`config.mk`:
```
export PLATFORM = sky130hd
export DESIGN_NAME = ofdm_tx_frame_sched
export DESIGN_NICKNAME = d
export VERILOG_FILES = /design/src/rtl/ofdm_tx_pkg.sv /design/src/rtl/ofdm_beat_counter.sv /design/src/rtl/ofdm_tx_frame_sched.sv
export SDC_FILE = /design/constraint.sdc
export NUM_CORES = 1
export LEC_CHECK = 0
export ABC_AREA = 1
export ABC_CLOCK_PERIOD_IN_PS = 1900
export CAP_MARGIN = 30
export CORE_AREA = 2 2 279 281
export CTS_CLUSTER_SIZE = 16
export DETAILED_ROUTE_END_ITERATION = 7
export DIE_AREA = 0 0 281 283
export DONT_BUFFER_PORTS = 1
export GPL_ROUTABILITY_DRIVEN = 0
export PLACE_DENSITY = 0.3
export SETUP_SLACK_MARGIN = 0.1
export SLEW_MARGIN = 20
export SYNTH_ARGS = -nofsm -noshare
export SYNTH_HDL_FRONTEND = slang
export SYNTH_SLANG_ARGS = --single-unit
```
`constraint.sdc`:
```
create_clock -name clk -period 1.9 [get_ports clk]
set_clock_uncertainty 0.1 [all_clocks]
set_input_delay 0.475 -clock clk [delete_from_list [all_inputs] [get_ports clk]]
set_output_delay 0.475 -clock clk [all_outputs]
set_load 0.05 [all_outputs]
```
`src/rtl/ofdm_tx_pkg.sv`:
```
// Shared types for the OFDM Tx frame scheduler: default frame width,
// sequencer state encoding and burst phase.
package ofdm_tx_pkg;

  localparam int FRAME_BITS_DEF = 224;

  typedef enum logic [2:0] {
    ST_IDLE  = 3'd0,
    ST_FETCH = 3'd1,
    ST_LOAD  = 3'd2,
    ST_DRAIN = 3'd3,
    ST_GAP   = 3'd4,
    ST_DONE  = 3'd5
  } state_e;

  typedef enum logic {
    PH_PRE = 1'b0,
    PH_DAT = 1'b1
  } phase_e;

endpackage

```
`src/rtl/ofdm_beat_counter.sv`:
```
// Up-counter with synchronous clear and enable. tc flags the enabled step
// that brings the count from TERM-1 to TERM.
module ofdm_beat_counter #(
  parameter int TERM  = 224,
  parameter int WIDTH = $clog2(TERM + 1)
) (
  input  logic             clk,
  input  logic             reset,
  input  logic             clr,
  input  logic             en,
  output logic [WIDTH-1:0] cnt,
  output logic             tc
);

  logic [WIDTH-1:0] cnt_q;
  logic [WIDTH-1:0] cnt_d;

  // Next count: clear wins over enable.
  always_comb begin
    cnt_d = cnt_q;
    if (clr) begin
      cnt_d = '0;
    end else if (en) begin
      cnt_d = cnt_q + WIDTH'(1);
    end
  end

  // Count register.
  always_ff @(posedge clk) begin
    if (reset) begin
      cnt_q <= '0;
    end else begin
      cnt_q <= cnt_d;
    end
  end

  assign cnt = cnt_q;
  assign tc  = en && (cnt_q == WIDTH'(TERM - 1));

endmodule

```
`src/rtl/ofdm_tx_frame_sched.sv`:
```
// Burst sequencer in front of the OFDM Tx input buffer. Per burst it feeds
// PRE_FRAMES preamble frames then burst_len data frames, one at a time:
// fetch a frame, offer it to the buffer, wait for all FRAME_BITS bits to be
// drained by the consumer, idle for GAP_CYCLES, then fetch the next.
//
// Handshakes: a source frame moves on a cycle where its valid and ready are
// both 1 (ready is only ever high in FETCH and is dropped by abort); the
// buffer takes buf_din on a cycle where buf_din_valid and buf_din_wready are
// both 1; a bit beat is any cycle with buf_dout_valid and buf_dout_rready,
// counted only while draining.
module ofdm_tx_frame_sched
  import ofdm_tx_pkg::*;
#(
  parameter int FRAME_BITS = FRAME_BITS_DEF,
  parameter int PRE_FRAMES = 2,
  parameter int GAP_CYCLES = 4,
  parameter int LEN_W      = 8
) (
  input  logic                              clk,
  input  logic                              reset,
  input  logic                              start,
  input  logic                              abort,
  input  logic [LEN_W-1:0]                  burst_len,
  input  logic [FRAME_BITS-1:0]             pre_din,
  input  logic                              pre_valid,
  output logic                              pre_ready,
  input  logic [FRAME_BITS-1:0]             dat_din,
  input  logic                              dat_valid,
  output logic                              dat_ready,
  output logic [FRAME_BITS-1:0]             buf_din,
  output logic                              buf_din_valid,
  input  logic                              buf_din_wready,
  input  logic                              buf_dout_valid,
  input  logic                              buf_dout_rready,
  output logic                              busy,
  output logic                              done,
  output logic [LEN_W-1:0]                  frame_cnt,
  output state_e                            dbg_state,
  output logic [$clog2(FRAME_BITS+1)-1:0]   dbg_bit_cnt,
  output logic [$clog2(GAP_CYCLES+1)-1:0]   dbg_gap_cnt
);

  localparam int BIT_W = $clog2(FRAME_BITS + 1);
  localparam int GAP_W = $clog2(GAP_CYCLES + 1);
  localparam int PRE_W = $clog2(PRE_FRAMES + 1);

  state_e                state_q, state_d;
  phase_e                phase_q, phase_d;
  logic [PRE_W-1:0]      pre_cnt_q, pre_cnt_d;
  logic [LEN_W-1:0]      dat_left_q, dat_left_d;
  logic [FRAME_BITS-1:0] buf_din_q, buf_din_d;
  logic                  buf_din_valid_q, buf_din_valid_d;
  logic                  busy_q, busy_d;
  logic                  done_q, done_d;
  logic [LEN_W-1:0]      frame_cnt_q, frame_cnt_d;

  logic                  beat;
  logic                  fetch_rdy;
  logic                  src_valid;
  logic [FRAME_BITS-1:0] src_din;
  logic                  bit_clr, bit_en, bit_tc;
  logic                  gap_clr, gap_en, gap_tc;
  logic [BIT_W-1:0]      bit_cnt;
  logic [GAP_W-1:0]      gap_cnt;

  // Source selection and handshake qualifiers.
  always_comb begin
    beat      = buf_dout_valid && buf_dout_rready;
    fetch_rdy = (state_q == ST_FETCH) && !abort;
    src_valid = (phase_q == PH_PRE) ? pre_valid : dat_valid;
    src_din   = (phase_q == PH_PRE) ? pre_din : dat_din;
    pre_ready = fetch_rdy && (phase_q == PH_PRE);
    dat_ready = fetch_rdy && (phase_q == PH_DAT);
    bit_clr   = (state_q == ST_LOAD) && buf_din_wready;
    bit_en    = (state_q == ST_DRAIN) && beat;
    gap_clr   = bit_tc;
    gap_en    = (state_q == ST_GAP);
  end

  ofdm_beat_counter #(
    .TERM  (FRAME_BITS),
    .WIDTH (BIT_W)
  ) u_bit_cnt (
    .clk   (clk),
    .reset (reset),
    .clr   (bit_clr),
    .en    (bit_en),
    .cnt   (bit_cnt),
    .tc    (bit_tc)
  );

  ofdm_beat_counter #(
    .TERM  (GAP_CYCLES),
    .WIDTH (GAP_W)
  ) u_gap_cnt (
    .clk   (clk),
    .reset (reset),
    .clr   (gap_clr),
    .en    (gap_en),
    .cnt   (gap_cnt),
    .tc    (gap_tc)
  );

  // Sequencer next-state: abort from any active state wins over everything.
  always_comb begin
    state_d         = state_q;
    phase_d         = phase_q;
    pre_cnt_d       = pre_cnt_q;
    dat_left_d      = dat_left_q;
    buf_din_d       = buf_din_q;
    buf_din_valid_d = buf_din_valid_q;
    busy_d          = busy_q;
    done_d          = 1'b0;
    frame_cnt_d     = frame_cnt_q;

    if (abort && (state_q != ST_IDLE)) begin
      state_d         = ST_IDLE;
      buf_din_valid_d = 1'b0;
      busy_d          = 1'b0;
    end else begin
      case (state_q)
        ST_IDLE: begin
          if (start) begin
            state_d     = ST_FETCH;
            busy_d      = 1'b1;
            frame_cnt_d = '0;
            phase_d     = PH_PRE;
            pre_cnt_d   = '0;
            dat_left_d  = burst_len;
          end
        end
        ST_FETCH: begin
          if (src_valid) begin
            buf_din_d       = src_din;
            buf_din_valid_d = 1'b1;
            state_d         = ST_LOAD;
          end
        end
        ST_LOAD: begin
          if (buf_din_wready) begin
            buf_din_valid_d = 1'b0;
            state_d         = ST_DRAIN;
          end
        end
        ST_DRAIN: begin
          if (bit_tc) begin
            frame_cnt_d = frame_cnt_q + LEN_W'(1);
            if (phase_q == PH_PRE) begin
              pre_cnt_d = pre_cnt_q + PRE_W'(1);
            end else begin
              dat_left_d = dat_left_q - LEN_W'(1);
            end
            state_d = ST_GAP;
          end
        end
        ST_GAP: begin
          // Frame counters were already advanced when the drain finished.
          if (gap_tc) begin
            if ((phase_q == PH_PRE) && (pre_cnt_q < PRE_W'(PRE_FRAMES))) begin
              state_d = ST_FETCH;
            end else if (dat_left_q != '0) begin
              phase_d = PH_DAT;
              state_d = ST_FETCH;
            end else begin
              state_d = ST_DONE;
              done_d  = 1'b1;
            end
          end
        end
        ST_DONE: begin
          busy_d  = 1'b0;
          state_d = ST_IDLE;
        end
        default: begin
          state_d = ST_IDLE;
        end
      endcase
    end
  end

  // Sequencer registers.
  always_ff @(posedge clk) begin
    if (reset) begin
      state_q         <= ST_IDLE;
      phase_q         <= PH_PRE;
      pre_cnt_q       <= '0;
      dat_left_q      <= '0;
      buf_din_q       <= '0;
      buf_din_valid_q <= 1'b0;
      busy_q          <= 1'b0;
      done_q          <= 1'b0;
      frame_cnt_q     <= '0;
    end else begin
      state_q         <= state_d;
      phase_q         <= phase_d;
      pre_cnt_q       <= pre_cnt_d;
      dat_left_q      <= dat_left_d;
      buf_din_q       <= buf_din_d;
      buf_din_valid_q <= buf_din_valid_d;
      busy_q          <= busy_d;
      done_q          <= done_d;
      frame_cnt_q     <= frame_cnt_d;
    end
  end

  assign buf_din       = buf_din_q;
  assign buf_din_valid = buf_din_valid_q;
  assign busy          = busy_q;
  assign done          = done_q;
  assign frame_cnt     = frame_cnt_q;
  assign dbg_state     = state_q;
  assign dbg_bit_cnt   = bit_cnt;
  assign dbg_gap_cnt   = gap_cnt;

endmodule

```
==> key figures, run 1 <==
Hold path
  • Hold Crit Class: input pin to register
  • Worst hold stages: 2
  • Hold Path Sink: buf_din[29]$_SDFFE_PP0P_
  • Start point of the worst min-delay path: pre_din[29]

Synth
  • EDFF count, synth: 0
  • Syn Nets: 2039
  • Most frequent cells after synthesis: nand2_1, dfxtp_1, a31oi_1
  • Post-synthesis cell type count: 34
  • Async SR Flop Fraction: 0
  • Top FF cell, synth: dfxtp_1
  • Post-Syn Instances: 1568
  • Synth warnings: 0
  • Top-area cell type share of the netlist area: 0.4571
  • Largest cells by area after synthesis: dfxtp_1, nand2_1, a31oi_1
  • Seq/Total Area, Yosys: 0.4571
  • FF+latch count, synth: 260
  • Area leader, netlist: dfxtp_1
  • Most common cell in the synthesized netlist: nand2_1
  • Synthesized area per cell: 7.261 um2
  • Mapped Area: about 11000 um2

Timing
  • Hold Fails Final Rpt: 0
  • Minimum clock period: ~2.1 ns
  • Slew Limit Headroom: 0.5027
  • Worst setup margin: -0.2005 ns
  • RSZ-0062 raised after global routing: true
  • Final Setup Violations: 2
  • Worst Max-Slew Pin Slew: between 0.7 and 0.8 ns
  • Maximum clock rate: 0.4761 GHz
  • Fin crit share: 1.106
  • Setup total negative slack: -0.3915 ns
  • Final Slew Violations: 0

Power
  • Sequential power share: 0.396
  • Maximum VDD drop: 600.3 uV
  • Clock power share: 0.265
  • Switching fraction of total power: 0.4483
  • Power share of the combinational group: 0.339
  • P_sw: 11.12 mW
  • LEAKAGE: approximately 7.8 nW
  • Pint: around 14 mW
  • Power per cell area: 1240 nW/um2

Global route
  • Vias in the first global route: 13.50k
  • First-pass GRT wire length: 82210 um
  • Pin count of the biggest net entering global routing: 121
  • Initial antenna violation count: 6
  • GRT Util Overall: 0.1346
  • Total congestion overflow: 0

Cells and area
  • Synth-to-layout area growth: 75.68%
  • Fill cells: 8302
  • Nets: 2525
  • Share of cells above drive strength 1: 0.2115

Outcome
  • Outcome: finished, violations left
  • Violated checks: negative setup slack

Detailed routing
  • DRT Pass-1 Iters: 7
  • Routed wire length: between 50000 and 60000 um
  • Vias/cell: between 4 and 5
  • Initial DRC count: 838
  • Via count: 13.59k
  • Post-route DRC: 0
  • Wire length per cell: 19.19 um
  • DRT antenna net count: 0

Critical path
  • CP endpoint kind: output port
  • R2R Setup Slk: 0.03 ns
  • CP startpoint kind: register
  • Req. time, crit path: 1.32 ns
  • Reg-to-reg critical path startpoint: dbg_state[2]$_SDFFE_PP0P_
  • Worst Path Max Fanout: between 50 and 60
  • Crit path kind: register to output port
  • Reg2Reg Capture Point: frame_cnt[6]$_SDFFE_PP0P_
  • WP data arrival: approximately 1.5 ns
  • Worst r2r path cells: 12

Floorplan
  • Num ports: slightly above 700
  • Initial Util: 0.1484
  • Die area: just under 80000 um2
  • Overall die height: roughly 280 um
  • Die Span X: roughly 280 um
  • Core area: around 77000 um2
  • # rows: 102

CTS
  • TritonCTS sink count: 260
  • Clk buf depth: 3
  • Worst-Skew Late Latency: 0.52 ns
  • CTS HTree Levels: 2
  • CTS tree: built
  • Reg clk slew, reported paths: about 0.06 ns
  • TritonCTS buffer count: 35
  • CTS Root Cell: clkbuf_16

Flow run
  • Total of max-cap violations: 0

Place
  • IO buf count: 0
  • Setup WS pre-CTS: -0.03924 ns
  • Hpwl dp: 38940 um
-- registers in the layout, summed over array words and instances, names as in the netlist, 2 cells and up --
name,cells
frame_cnt,8
dat_left_q,8
pre_cnt_q,2
buf_din,224
u_bit_cnt.cnt,8
dbg_state,3
u_gap_cnt.cnt,3
-- through the flow --
| step | instances | util | power, mW | hold WS (ns) | area [um2] |
|---|---|---|---|---|---|
| finish | 3118 | 0.2608 | 24.80 | 0.03932 | 20000 |
| global route | 3117 | 0.2608 | 26.18 | 0.01560 | 20000 |
| CTS | 3078 | 0.2490 | 24.46 | 0.0002844 | 19100 |
| detailed placement | 2579 | 0.1719 | 16.08 | 0.3779 | 13190 |
| global placement | 2579 | 0.1719 | 16.08 | 0.3771 | 13190 |
| floorplan | 1568 | - | 13.71 | 0.3619 | 11410 |
-- final cells by class --
type | instances | area [um2] | share of cell area
multi-input combinational | 1136 | 5690 | 0.2845
timing repair buffer | 576 | 6247 | 0.3123
sequential | 260 | 5430 | 0.2715
inverter | 44 | 206.4 | 0.01032
clock buffer | 52 | 1040 | 0.05198
tap | 1040 | 1301 | 0.06505
antenna | 2 | 5.005 | 0.0002502
timing repair inverter | 1 | 16.27 | 0.0008132
clock inverter | 7 | 66.31 | 0.003315
-- worst max-delay path, cell delays in order (launching register included) --
cell,delay [ns]
dfxtp_4,0.37
buf_12,0.13
buf_16,0.15
nor2_4,0.15
buf_12,0.14
-- power groups by stage --
stage / logic, mW / clock network (mW) / registers, mW
after floorplan: 4.01 / 0 / 9.70
after global placement: 6.26 / 0 / 9.82
after detailed placement: 6.30 / 0 / 9.78
after CTS: 7.80 / 6.85 / 9.81
after global routing: 9.23 / 7.04 / 9.91
final: 8.40 / 6.58 / 9.82
-- how the worst max path moves through the flow --
stage                                          from                        end
final                          phase_q$_SDFFE_PP0P_                  pre_ready
after global routing      dbg_state[2]$_SDFFE_PP0P_                  dat_ready
after CTS                 dbg_state[2]$_SDFFE_PP0P_                  dat_ready
after detailed placement  dbg_state[1]$_SDFFE_PP0P_  buf_din[198]$_SDFFE_PP0P_
after global placement    dbg_state[1]$_SDFFE_PP0P_  buf_din[192]$_SDFFE_PP0P_
after floorplan           dbg_state[1]$_SDFFE_PP0P_                  pre_ready
-- routing by layer --
layer	GRT usage	share of wire	up-vias
met5	0	0.00038	-
met4	0.06952	0.051	4
met3	0.04057	0.079	147
met2	0.2341	0.49	641
met1	0.1467	0.38	6432
li1	-	-	6367
-- kinds of logic after synthesis --
family                   Yosys count  share of synthesized area
AND/OR/NAND/NOR                  633                     0.2234
AO/OA/AOI/OAI                    488                     0.2407
adder cells (fa/ha/maj)            6                   0.006593
XOR/XNOR                           7                   0.005385
flip-flops                       260                     0.4571
buffers and inverters            174                    0.06681
-- timing repair --
item,in CTS,in global routing
hold endpoints to repair,229,0
pin swaps,17,22
gates resized for setup,187,115
buffers inserted,9,22
hold buffers,427,0
setup endpoints to repair,338,209
gates cloned,4,16
-- cell usage in the layout, fill, tap and decap left out, drive strengths merged --
cell type	count
inv	44
clkinv	6
clkinvlp	1
a31oi	225
nand3	22
diode	2
o31ai	1
xnor2	4
buf	134
a21oi	25
o21ai	236
nor3b	1
dfxtp	260
nand3b	1
nor2	49
nand4	12
bufbuf	3
dlygate4sd3	427
or2	2
nand2	542
nor3	4
clkbuf	64
o21a	1
nor4	2
ha	6
bufinv	1
xor2	3
(Power assumes the default switching activity.)
==> run 2, diff against run 1 <==
--- a/config.mk
+++ b/config.mk
@@ -16,6 +16,7 @@
 export GPL_ROUTABILITY_DRIVEN = 0
 export PLACE_DENSITY = 0.3
 export SETUP_SLACK_MARGIN = 0.1
+export SKIP_LAST_GASP = 1
 export SLEW_MARGIN = 20
 export SYNTH_ARGS = -nofsm -noshare
 export SYNTH_HDL_FRONTEND = slang
==> run 2 against run 1 <==
Net effect: the flow still finishes with violations (negative setup slack); register-to-register slack lost 0.06 ns; total power shrank 0.38%; clock power is essentially flat; sequential share of layout area is essentially flat; die area is the same; sequential cell count is the same; first-iteration DRC count grew 1.1%; combinational power shrank 1%; global-route usage is essentially flat; final area shrank 0.16%; critical path type unchanged; largest power group unchanged; highest routed layer unchanged.
==> key figures, run 2 (synthesis gave the netlist of run 1 again) <==
Critical path
  • Crit path kind: register to output port
  • Worst Path Max Fanout: 53
  • CP Cell Sequence: buf_12, buf_16, nor2_4, buf_12
  • CP max stage delay: about 0.38 ns
  • CP bufs+invs: 3
  • Req. time, crit path: 1.32 ns
  • CP endpoint kind: output port
  • Crit-path leading delay family: buffers and inverters
  • CP startpoint kind: register
  • Crit path top cell by count: buf_12
  • Slowest CP cell: dfxtp_4
  • WP data arrival: 1.53 ns

Timing
  • Slew Limit Headroom: 0.5192
  • Final Slew Violations: 0
  • Hold Fails Final Rpt: 0
  • Worst Max-Slew Pin Slew: 0.7212 ns
  • RSZ-0062 raised after global routing: true
  • Minimum clock period: 2.101 ns
  • Worst setup margin: -0.2015 ns
  • Maximum clock rate: about 0.48 GHz
  • Setup total negative slack: -0.5736 ns
  • Fin crit share: 1.106
  • Final Setup Violations: 12

Detailed routing
  • Initial DRC count: between 800 and 900
  • Via count: between 10k and 15k
  • Routed wire length: 59720 um
  • Vias/cell: 4.351
  • Post-route DRC: 0
  • DRT antenna net count: 0
  • DRT Pass-1 Iters: 5
  • Wire length per cell: 19.14 um

Place
  • IO buf count: 0
  • Placed Cells: roughly 2.6k
  • Hpwl dp: 38940 um
  • Setup WS pre-CTS: -0.03924 ns

Cells and area
  • Synth-to-layout area growth: 75.41%
  • Share of cells above drive strength 1: 0.2112
  • Most frequent cells in the layout: nand2_1, dlygate4sd3_1, a31oi_1
  • Fin util: 0.2604
  • Most common cell after layout, fill and taps aside: nand2_1
  • Nets: 2528
  • Max reg flops: 224
  • Final std cells w/o fill: 3120

CTS
  • TritonCTS sink count: 260
  • Reg clk slew, reported paths: 0.06 ns
  • Clk buf depth: 3
  • TritonCTS buffer count: 35
  • Worst-Skew Late Latency: 0.53 ns
  • CTS Root Cell: clkbuf_16
  • CTS HTree Levels: 2
  • CTS tree: built

Global route
  • Vias in the first global route: 13.50k
  • Total congestion overflow: 0
  • Initial antenna violation count: 6
  • GRT Util Overall: 0.1346
  • First-pass GRT wire length: 82140 um
  • Pin count of the biggest net entering global routing: 121

Floorplan
  • Initial Util: 0.1484
  • Core area: 76700 um2
  • Num ports: approximately 700
  • Overall die height: 283 um
  • Die Span X: 281 um
  • # rows: 102
  • Die area: 79520 um2

Power
  • LEAKAGE: 7.840 nW
  • Power per cell area: 1237 nW/um2
  • Maximum VDD drop: 598.5 uV

Hold path
  • Hold Crit Class: input pin to register

Outcome
  • Outcome: finished, violations left
  • Violated checks: negative setup slack

Flow run
  • Total of max-cap violations: 0
run 2: changes by cell type in the layout (fill, tap and decap cells not counted), moves of 2 or more:
cell,before,now
nor2_1,36,39
buf_4,74,78
a21oi_2,3,5
nor2_2,7,5
dfxtp_1,84,86
dfxtp_2,174,172
buf_12,24,22
run 2: final timing paths:
check	startpoint	end	slack [ns]	cells after the start
max	phase_q$_SDFFE_PP0P_	pre_ready	-0.20	4
min reg2reg	pre_cnt_q[1]$_SDFFE_PP0P_	pre_cnt_q[1]$_SDFFE_PP0P_	0.40	2
min	dat_din[29]	buf_din[29]$_SDFFE_PP0P_	0.04	2
max reg2reg	dbg_state[2]$_SDFFE_PP0P_	frame_cnt[6]$_SDFFE_PP0P_	-0.03	13
run 2: per-stage QoR:
| step | instance area (um2) | hold WS (ns) | total power, mW |
|---|---|---|---|
| global route | 19970 | 0.01560 | 26.11 |
| detailed placement | 13190 | 0.3779 | 16.08 |
| CTS | 19080 | 0.0002844 | 24.45 |
| finish | 19970 | 0.03696 | 24.71 |
| global placement | 13190 | 0.3771 | 16.08 |
| floorplan | 11410 | 0.3619 | 13.71 |
run 2: repair_timing:
| item | 4_1_cts | 5_1_grt |
|---|---|---|
| gates cloned | 4 | 16 |
| buffers inserted | 9 | 25 |
| hold endpoints to repair | 229 | 0 |
| resized for setup | 183 | 109 |
| pin swaps | 3 | 15 |
| hold buffers | 427 | 0 |
| endpoints found under the setup margin | 338 | 210 |
run 2: layout make-up:
type                    instances  area [um2]
clock inverters                 7       66.31
clock buffers                  52        1040
repair inverters                1       11.26
diodes                          1       2.502
inverters                      44       207.7
flip-flops and latches        260        5428
repair buffers                579        6252
multi-input cells            1136        5663
well taps                    1040        1301
fillers                      8312       56730
run 2: per-layer routing:
metal | routed length (um) | global-route usage
met2 | 29210 | 0.2341
met3 | 4919 | 0.04057
met4 | 2999 | 0.06952
met1 | 22560 | 0.1464
met5 | 23 | 0
run 2: worst register-to-register path, cell delays in order, from the launching register on:
cell and delay [ns]:
dfxtp_2 0.32, inv_2 0.07, buf_4 0.11, buf_6 0.08
buf_6 0.10, nand3_4 0.12, nor2_8 0.18, buf_12 0.13
nand2_8 0.07, nand2_8 0.13, nand3_4 0.12, buf_6 0.17
nand2_1 0.05, a21oi_1 0.06
run 2: power by group:
part           switching, mW  leakage [nW]  internal [mW]
Clock                   2.67         0.546           3.90
Sequential              3.31          2.19           6.51
Combinational           5.09          5.10           3.23
Total                   11.1          7.84           13.6
==> run 3, diff against run 2 <==
--- a/config.mk
+++ b/config.mk
@@ -8,13 +8,13 @@
 export ABC_AREA = 1
 export ABC_CLOCK_PERIOD_IN_PS = 1900
 export CAP_MARGIN = 30
-export CORE_AREA = 2 2 279 281
+export CORE_AREA = 3 3 277 279
 export CTS_CLUSTER_SIZE = 16
 export DETAILED_ROUTE_END_ITERATION = 7
-export DIE_AREA = 0 0 281 283
+export DIE_AREA = 0 0 280 282
 export DONT_BUFFER_PORTS = 1
 export GPL_ROUTABILITY_DRIVEN = 0
-export PLACE_DENSITY = 0.3
+export PLACE_DENSITY = 0.36
 export SETUP_SLACK_MARGIN = 0.1
 export SKIP_LAST_GASP = 1
 export SLEW_MARGIN = 20
==> run 3 against run 2 <==
Net effect: the run still ends with negative setup slack left; die area fell by 0.71%; setup slack improved by 0.032 ns; count of clock-buffer cells in the layout fell by 4; critical path type unchanged; critical endpoint unchanged; highest routed layer unchanged.
==> key figures, run 3 (synthesis gave the netlist of run 1 again) <==
Critical path
  • CP endpoint kind: output port
  • Req. time, crit path: 1.32 ns
  • CP startpoint kind: register
  • WP data arrival: roughly 1.5 ns
  • Crit path kind: register to output port
  • Worst Path Max Fanout: 2

Timing
  • Maximum clock rate: 0.4832 GHz
  • Worst Max-Slew Pin Slew: 0.6687 ns
  • Worst setup margin: -0.1693 ns
  • Final Slew Violations: 0
  • Slew Limit Headroom: 0.5542
  • Hold Fails Final Rpt: 0
  • Hold WS: 0.03193 ns
  • Fin crit share: 1.089
  • Final Setup Violations: 2
  • RSZ-0062 raised after global routing: true
  • Minimum clock period: just over 2 ns

Floorplan
  • # rows: 100
  • Die area: 78960 um2
  • Overall die height: 282 um
  • Initial Util: 0.1529
  • Num ports: roughly 700
  • Die Span X: 280 um
  • Core area: 74450 um2

Cells and area
  • Fill cells: between 7k and 8k
  • Synth-to-layout area growth: 68.10%
  • Most frequent cells in the layout: nand2_1, dlygate4sd3_1, a31oi_1
  • Share of cells above drive strength 1: 0.1765
  • Nets: 2489
  • Max reg flops: 224
  • Fin util: 0.2571
  • Final std cells w/o fill: 3011
  • Most common cell after layout, fill and taps aside: nand2_1

Power
  • Clock power share: 0.257
  • Maximum VDD drop: 724.6 uV
  • Power share of the combinational group: 0.327
  • Pint: about 13 mW
  • P_sw: 10.71 mW
  • LEAKAGE: 7.531 nW
  • Power per cell area: ~1200 nW/um2
  • Switching fraction of total power: 0.4536
  • Sequential power share: 0.416

Flow run
  • Total of max-cap violations: 0

Detailed routing
  • DRT Pass-1 Iters: 5
  • Post-route DRC: 0
  • Initial DRC count: 873
  • Routed wire length: 55640 um
  • Wire length per cell: 18.48 um
  • DRT antenna net count: 0
  • Via count: 13.41k
  • Vias/cell: 4.454

Global route
  • Met3 Track Usage GR: 0.03834
  • First-pass GRT wire length: 75740 um
  • M2 GR Usage: 0.2160
  • GRT Util Overall: 0.1214
  • Pin count of the biggest net entering global routing: 114
  • GRT busiest layer: met2
  • Global-route met1 utilization: 0.1332
  • Vias in the first global route: 13.12k
  • Initial antenna violation count: 3
  • Total congestion overflow: 0

Outcome
  • Violated checks: negative setup slack
  • Outcome: finished, violations left

Place
  • Placed Cells: 2495
  • IO buf count: 0
  • Hpwl dp: between 30000 and 40000 um

CTS
  • TritonCTS buffer count: 34
  • CTS tree: built
  • Clk buf depth: 3
  • Worst-Skew Late Latency: 0.52 ns
  • CTS Root Cell: clkbuf_16
  • TritonCTS sink count: 260
  • Reg clk slew, reported paths: 0.06 ns
  • CTS HTree Levels: 2

Hold path
  • Hold Crit Class: input pin to register
## run 3: metrics by stage
stage | instance area, um2 | worst slack, ns | setup TNS [ns] | power [mW]
6_report | 19140 | -0.1693 | -0.3163 | 23.62
5_1_grt | 19140 | -0.2656 | -2.113 | 24.88
4_1_cts | 18390 | -0.2709 | -0.5158 | 23.15
3_5_place_dp | 12910 | 0.09117 | 0 | 15.78
3_3_place_gp | 12910 | 0.1381 | 0 | 15.75
2_1_floorplan | 11410 | 0.1063 | 0 | 13.71
## run 3: power groups by stage
stage / clock network [mW] / registers (mW) / logic [mW]
finish: 6.07 / 9.82 / 7.73
CTS: 6.33 / 9.82 / 7.00
global route: 6.48 / 9.91 / 8.49
floorplan: 0 / 9.70 / 4.01
detailed placement: 0 / 9.83 / 5.95
global placement: 0 / 9.86 / 5.88
## run 3: final timing paths
path	start	to	slack, ns	depth (start not counted)
setup / recovery	dbg_state[1]$_SDFFE_PP0P_	pre_ready	-0.17	7
hold / removal	dat_din[144]	buf_din[144]$_SDFFE_PP0P_	0.03	2
setup reg to reg	dbg_state[1]$_SDFFE_PP0P_	dat_left_q[4]$_SDFFE_PP0P_	0.03	12
hold reg to reg	pre_cnt_q[1]$_SDFFE_PP0P_	pre_cnt_q[1]$_SDFFE_PP0P_	0.39	2
## run 3: worst max-delay path, cell delays in order (launching register included)
cell and delay, ns:
dfxtp_4 0.34, inv_2 0.06, nand3_4 0.08, nor2_4 0.10, buf_6 0.11, inv_6 0.04
nor2_4 0.11, buf_12 0.14
## run 3: timing repair
item                                   CTS  global route
setup endpoints to repair              140           201
pin swaps                                4            17
resized for setup                      140            80
hold buffers                           416             0
gates cloned                             1             9
endpoints found under the hold margin  231             0
buffers inserted                         5            25
## run 3: layout make-up
cell class	instances	area, um2	area share
multi-input cells	1136	5599	0.2925
repair buffers	542	5725	0.2991
diodes	2	5.005	0.0002615
flip-flops and latches	260	5379	0.2810
clock inverters	10	53.80	0.002811
inverters	44	200.2	0.01046
well taps	969	1212	0.06335
clock buffers	48	964.7	0.05040
## run 3: per-layer routing
| metal | share of wire | vias to the layer above |
|---|---|---|
| li1 | - | 6293 |
| met1 | 0.37 | 6284 |
| met2 | 0.51 | 711 |
| met3 | 0.086 | 121 |
| met4 | 0.036 | 2 |
| met5 | 0.00023 | - |
